## config.mk

```make
export PLATFORM = sky130hd
export DESIGN_NAME = ama_riscv_branch_resolve
export DESIGN_NICKNAME = d
export VERILOG_FILES = /design/src/rtl/ama_riscv_branch_resolve.sv
export SDC_FILE = /design/constraint.sdc
export NUM_CORES = 1
export LEC_CHECK = 0
export ABC_AREA = 1
export CORE_MARGIN = 2
export CORE_UTILIZATION = 44
export CTS_BUF_LIST = sky130_fd_sc_hd__clkbuf_4
export CTS_CLUSTER_SIZE = 25
export DETAILED_ROUTE_END_ITERATION = 6
export HOLD_SLACK_MARGIN = 0.12
export MAX_ROUTING_LAYER = met4
export PLACE_DENSITY_LB_ADDON = 0.3
export RECOVER_POWER = 50
export SETUP_SLACK_MARGIN = 0.1
export SYNTH_ARGS = -nofsm -noshare
export SYNTH_HDL_FRONTEND = slang
export SYNTH_SLANG_ARGS = --single-unit
```

## constraint.sdc

```tcl
create_clock -name clk -period 3.7 [get_ports clk]
set_input_delay 0.74 -clock clk [delete_from_list [all_inputs] [get_ports clk]]
set_output_delay 0.74 -clock clk [all_outputs]
set_load 0.005 [all_outputs]
```

## src/rtl/ama_riscv_branch_resolve.sv

```systemverilog
// Execute-stage branch resolver: evaluates the branch outcome from comparator
// flags, detects mispredictions, and sequences the fetch redirect and flush.
//
// state    | meaning
// ---------+---------------------------------------------------------------
// IDLE     | accepting branches; correct predictions stay here
// REDIRECT | holding redirect_pc for fetch until redirect_ready handshake
// FLUSH    | post-handshake flush, FLUSH_CYC cycles via down-counter
module ama_riscv_branch_resolve #(
  parameter int unsigned FLUSH_CYC = 2
) (
  input  logic        clk,
  input  logic        rst,
  input  logic        ex_valid,
  input  logic        ex_branch,
  input  logic [2:0]  ex_funct3,
  input  logic [31:0] ex_pc,
  input  logic [31:0] ex_target,
  input  logic        ex_pred_taken,
  input  logic        op_a_eq_b,
  input  logic        op_a_lt_b,
  output logic        op_uns,
  output logic        ex_ready,
  output logic        redirect_valid,
  input  logic        redirect_ready,
  output logic [31:0] redirect_pc,
  output logic        flush,
  output logic        res_valid,
  output logic        res_taken,
  output logic        res_illegal,
  output logic [31:0] branch_cnt,
  output logic [31:0] mispred_cnt
);

  typedef enum logic [1:0] {
    IDLE,
    REDIRECT,
    FLUSH
  } state_t;

  localparam logic [2:0] FLUSH_LOAD = 3'(FLUSH_CYC - 1);

  state_t      state_q, state_d;
  logic [2:0]  cnt_q, cnt_d;
  logic [31:0] redirect_pc_q, redirect_pc_d;
  logic        res_valid_q, res_valid_d;
  logic        res_taken_q, res_taken_d;
  logic        res_illegal_q, res_illegal_d;
  logic [31:0] branch_cnt_q, branch_cnt_d;
  logic [31:0] mispred_cnt_q, mispred_cnt_d;

  logic        taken;
  logic        illegal;
  logic        accept;
  logic        mispred;
  logic [31:0] corr_pc;

  // funct3[1] distinguishes BLTU/BGEU from BLT/BGE
  assign op_uns = ex_funct3[1];

  always_comb begin
    taken   = 1'b0;
    illegal = 1'b0;
    case (ex_funct3)
      3'b000:          taken = op_a_eq_b;
      3'b001:          taken = !op_a_eq_b;
      3'b100, 3'b110:  taken = op_a_lt_b;
      3'b101, 3'b111:  taken = !op_a_lt_b;
      default:         illegal = 1'b1;
    endcase
  end

  assign accept  = ex_valid & ex_branch & (state_q == IDLE);
  assign mispred = accept & (taken != ex_pred_taken);
  assign corr_pc = taken ? ex_target : (ex_pc + 32'd4);

  always_comb begin
    state_d       = state_q;
    cnt_d         = cnt_q;
    redirect_pc_d = redirect_pc_q;
    res_valid_d   = accept;
    res_taken_d   = res_taken_q;
    res_illegal_d = res_illegal_q;
    branch_cnt_d  = branch_cnt_q;
    mispred_cnt_d = mispred_cnt_q;

    if (accept) begin
      res_taken_d  = taken;
      res_illegal_d = illegal;
      branch_cnt_d = branch_cnt_q + 32'd1;
    end

    case (state_q)
      IDLE: begin
        if (mispred) begin
          state_d       = REDIRECT;
          redirect_pc_d = corr_pc;
          mispred_cnt_d = mispred_cnt_q + 32'd1;
        end
      end
      REDIRECT: begin
        if (redirect_ready) begin
          state_d = FLUSH;
          cnt_d   = FLUSH_LOAD;
        end
      end
      FLUSH: begin
        if (cnt_q == 3'd0) begin
          state_d = IDLE;
        end else begin
          cnt_d = cnt_q - 3'd1;
        end
      end
      default: state_d = IDLE;
    endcase
  end

  always_ff @(posedge clk or posedge rst) begin
    if (rst) begin
      state_q       <= IDLE;
      cnt_q         <= 3'd0;
      redirect_pc_q <= 32'd0;
      res_valid_q   <= 1'b0;
      res_taken_q   <= 1'b0;
      res_illegal_q <= 1'b0;
      branch_cnt_q  <= 32'd0;
      mispred_cnt_q <= 32'd0;
    end else begin
      state_q       <= state_d;
      cnt_q         <= cnt_d;
      redirect_pc_q <= redirect_pc_d;
      res_valid_q   <= res_valid_d;
      res_taken_q   <= res_taken_d;
      res_illegal_q <= res_illegal_d;
      branch_cnt_q  <= branch_cnt_d;
      mispred_cnt_q <= mispred_cnt_d;
    end
  end

  assign ex_ready       = (state_q == IDLE);
  assign redirect_valid = (state_q == REDIRECT);
  assign flush          = (state_q != IDLE);
  assign redirect_pc    = redirect_pc_q;
  assign res_valid      = res_valid_q;
  assign res_taken      = res_taken_q;
  assign res_illegal    = res_illegal_q;
  assign branch_cnt     = branch_cnt_q;
  assign mispred_cnt    = mispred_cnt_q;

endmodule

```

# After elaboration in Yosys (flattened, before gate mapping)
# Cells that the tools add are included.
# word_totals
wordCells	50
n_memories	0
latchBits	0
ramBits	0
in_bits	75
rom_bits	0
reg_bits	104
# op_classes
n_bitwise	3
multipliers	0
reduce_logical	13
div	0
n_eq_ne	12
shift	0
n_addsub	4
n_mux	10
n_lt_le_gt_ge	0
# ops
cell	n
$add 32x1->32 const B	2
$add 32x3->32 const B	1
$mux 32	1
$eq 3x3->1 const B	4
$logic_not 3->1	2
$mux 2	3
$mux 3	2
$pmux 2 s3	1
$pmux 3 s2	1
$reduce_and 3->1	2
$reduce_or 6->1	1
$ne 2x1->1 const B	2
$ne 2x2->1 const B	2
$pmux 1 s4	1
$reduce_bool 2->1	2
$reduce_or 2->1	2
$and 1x1->1	3
$eq 3x1->1 const B	1
$sub 3x1->3 const B	1
$eq 2x1->1 const B	1
$eq 2x2->1 const B	1
$logic_not 1->1	2
$logic_not 2->1	1
$reduce_and 2->1	1
2 further kinds	2

# Longest topological paths before layout
# depth
word_depth	7
ltp_mapped	11
ltp_nobuf	10

# Least setup slack after synthesis
# OpenSTA, ideal clock, no wires.
# synth_timing
kind	input-to-reg
start	input ex_pc[2]
end	register redirect_pc_q[14], in the netlist redirect_pc[14]
slack_ns	1.935
stages	10
t_required_ns	3.584
arrival_time_ns	1.648
setup_ns	0.116
path_cell_list	ha_1 nand2_1 nor2_1 nand2_1 nor2_1 nand2_1 nand3_1 nand2_1 nand2_1 nand2_1
# synth_between
elab_chain_len	2
# synth_rtl
element	line_no	text
start, declared	17	input logic [31:0] ex_pc,
$add 32x3->32	75	assign corr_pc = taken ? ex_target : (ex_pc + 32'd4);
$mux 32	75	
end signal, assigned	131	redirect_pc_q <= redirect_pc_d;
end, declared	45	logic [31:0] redirect_pc_q, redirect_pc_d;
# Every way passes these cells.
# A chain may end at the register's enable or synchronous reset.

# Worst setup path after layout
# layout_timing
start	input ex_branch
end	register branch_cnt_q[19], in the netlist branch_cnt[19]
# layout_between
elab_chain_len	2
# layout_rtl
element	line_no	text
start, declared	15	input logic ex_branch,
$and 1x1->1 (2 in a row)	73	assign accept = ex_valid & ex_branch & (state_q == IDLE);
end signal, assigned	135	branch_cnt_q <= branch_cnt_d;
end, declared	49	logic [31:0] branch_cnt_q, branch_cnt_d;
# Every way passes these cells.

==> impl_summary.txt <==
----------------------------------------------------
[Synthesis]
  Cell accounting for the most synthesized area ... dfrtp_1
  Dominant register cell in the synthesized netlist ... dfrtp_1
  Area fraction of the dominant cell type after synthesis ... 38.89%
  Biggest area contributors in the synthesized netlist ... dfrtp_1 39%, nand2_1 23%, nor2_1 7.3%
  Cells after synthesis ... 995
  Ys Warns ... 0
  Number of nets in the synthesized netlist ... 1075
  Area of the mapped netlist ... 6691 um2
  Number of enable flip-flop cells after synthesis ... 0
  Post-synth top cells ... 416 x nand2_1, 130 x nor2_1, 104 x dfrtp_1
  Most frequently used cell type in the post-synthesis netlist ... nand2_1
  Post-synthesis sequential area ratio ... 38.89%
  Ys async rst share ... 100.0%
  Post-Syn Area per Cell ... 6.725 um2
  Number of storage elements in the synthesis netlist ... 104
  Number of different library cells in the post-synthesis netlist ... 33

[Clock network]
  Number of H-tree branching levels ... 3
  Setup bufs post-CTS ... 0
  Count of cells resized by post-cts repair ... 0
  Clk slew on worst S/H paths ... 0.17 ns
  Maximum clock insertion buffer count ... 2
  CTS Root Cell ... clkbuf_4
  Clock latency on the worst-skew pair ... 0.50 ns
  Cts-stage hold buffer count ... 0
  TritonCTS buffer count ... 9
  CTS tree ... built
  # clock sinks ... 104

[Routing]
  Vias per cell ... 4.996
  WL final ... 19000 um
  Vias after detailed routing ... 6805
  DRC ... 0
  Number of detailed-routing iterations run before antenna repair ... 5
  Mean routed wirelength per cell ... 13.95 um
  DR iter-0 viols ... 443
  ANT nets after route ... 0

[Global route]
  Vias in the first global route ... 6390
  Pin count of the biggest net entering global routing ... 77
  Number of antenna violations at the first check in global routing ... 2
  Overflow after GRT ... 0
  Met1 usage ... 32.90%
  GRT met2 Usage ... 39.23%
  Most Crowded Layer GR ... met2
  First-pass GRT wire length ... 31570 um
  Global routing met3 resource utilization ... 4.020%
  Total global-route track usage ... 24.80%

[Critical path]
  Crit path max fanout ... 12
  Critical path class ... in -> reg
  Arrival @ worst endpoint ... 3.14 ns
  Internal reg-to-reg setup slack ... 1.08 ns
  Element type at the critical path start ... primary input
  Crit path capture type ... flop
  Worst EP required ... 4.10 ns

[STA]
  Time the final worst path needs with I/O delays and setup ... 2.732 ns
  Tcrit/Tclk final ... 73.84%
  Worst slew margin relative to its limit ... -10.21%
  Post-route setup slack ... 0.9680 ns
  Count of final max-slew check failures ... 36
  Achievable clock frequency ... 366.0 MHz
  Worst-case hold slack ... 0.4924 ns
  Summed negative setup slack over all endpoints ... 0 ns
  Final setup violation count ... 0
  Worst clock skew ... 0.01402 ns
  Slew at the pin with the worst max-slew slack ... 1.644 ns
  RSZ-0062 raised after global routing ... no
  Final count of hold timing violations ... 0

[Placement]
  IO buf count ... 177
  Hpwl dp ... 14520 um
  Cell area after placement ... 8641 um2
  Global placer's final weighted congestion ... 0.9214
  Worst slack, placed ... 0.8778 ns

[Die]
  Initial Util ... 44.51%
  DIE HEIGHT ... 127.3 um
  Die footprint ... 16210 um2
  Horiz. Die Dim ... 127.3 um
  Top Ports ... 178
  Number of cell rows ... 45
  Core Box Area ... 15030 um2

[Flow run]
  Max_cap viols ... 1

[Power and ir drop]
  LEAKAGE ... 4.041 nW
  Highest ir drop seen on vdd ... 0.2634 mV
  Power density over the cells ... 421.0 nW/um2

[Finish]
  Final cell area excluding filler cells ... 8748 um2
  Fillers ... 1470
  Fraction of layout instances using a drive strength above 1 ... 3.328%
  Utilization of the core after routing ... 58.19%
  Layout area overhead ... 30.74%
  Net total in the final layout ... 1247

[Run status]
  Status ... finished with violations
  Failing checks ... capacitance limit, slew limit

[Hold path]
  Min-delay worst type ... reg -> reg

----------------------------------------------------
## power by group
group / leakage, nW / internal, W / total, W / switching, W
combinational: 2.59 / 0.000717 / 0.00127 / 0.000553
sequential: 1.35 / 0.00140 / 0.00165 / 0.000241
clock: 0.103 / 0.000350 / 0.000767 / 0.000417
total: 4.04 / 0.00247 / 0.00368 / 0.00121
## layout make-up
type                            instances  area [um2]  area share [%]
Sequential cell                       104        2603           29.75
Clock buffer                            9       67.56          0.7723
Inverter                               90       339.1           3.876
Antenna cell                            2       5.005         0.05721
Multi-Input combinational cell        779        3540           40.46
Tap cell                              188       235.2           2.689
Clock inverter                          7       123.9           1.416
Timing Repair Buffer                  183        1836           20.98
## cell families (layout without fill, tap and decap cells)
kind of cell,count (synthesis),count (layout),share of synthesized area (%)
flops,104,104,38.89
xor+xnor,37,37,4.843
fa+ha+maj,5,5,0.9349
buf+inv,112,289,6.993
compound gates,39,39,3.179
other cells,0,2,0
simple gates,698,698,45.16
## path summary, 6_finish.rpt
kind                                 startpoint               to  cells after the start
worst min-delay path            redirect_pc[24]  redirect_pc[24]                      2
worst min register to register  redirect_pc[24]  redirect_pc[24]                      2
worst max register to register       state_q[0]   branch_cnt[19]                      5
worst max-delay path                  ex_branch   branch_cnt[19]                      5
min in group asynchronous                   rst  mispred_cnt[10]                      2
max in group asynchronous                   rst  redirect_pc[14]                      3
## worst max-delay path, stage by stage
cell and delay, ns:
dlygate4sd3_1 0.55, nand3_1 0.42, nor3_1 1.07, nand2_1 0.14, xor2_1 0.20
## metal layers
layer,wire length (um),vias up,share of wire (%)
met5,0,-,0
met4,382,0,2.0
met3,1050,24,5.5
met2,8841,193,47
met1,8725,3144,46
li1,-,3444,-
## per-stage QoR
| step | std cells | power, W |
|---|---|---|
| 2_1_floorplan | 995 | 0.002155 |
| 3_3_place_gp | 1344 | 0.002931 |
| 3_5_place_dp | 1344 | 0.002962 |
| 4_1_cts | 1360 | 0.003744 |
| 5_1_grt | 1362 | 0.003922 |
| 6_report | 1362 | 0.003683 |
## state kept, by name, summed over array words and instances (netlist names)
signal / cells
branch_cnt: 32
mispred_cnt: 32
redirect_pc: 32
cnt_q: 3
state_q: 2
res_illegal: 1
res_taken: 1
res_valid: 1
## placed cells by master (no fill, tap or decap), types with 2 or more instances in the layout
| master | count |
|---|---|
| o21ai_1 | 10 |
| inv_2 | 2 |
| bufinv_16 | 3 |
| nor2_1 | 134 |
| nand2_2 | 2 |
| clkbuf_4 | 9 |
| nand4_1 | 14 |
| diode_2 | 2 |
| nor2_4 | 4 |
| nand3_1 | 60 |
| a21boi_1 | 3 |
| dlygate4sd3_1 | 8 |
| nor2_2 | 6 |
| o21ai_0 | 19 |
| inv_1 | 87 |
| ha_1 | 5 |
| nand3b_1 | 29 |
| nand2_1 | 419 |
| buf_4 | 2 |
| nor3_1 | 25 |
| clkdlybuf4s50_1 | 169 |
| nand3_2 | 2 |
| dfrtp_1 | 104 |
| a21oi_1 | 3 |
| xnor2_1 | 12 |
| o21bai_1 | 2 |
| buf_12 | 2 |
| inv_6 | 2 |
| xor2_1 | 25 |
No activity file was read; power rests on OpenSTA's default activity.
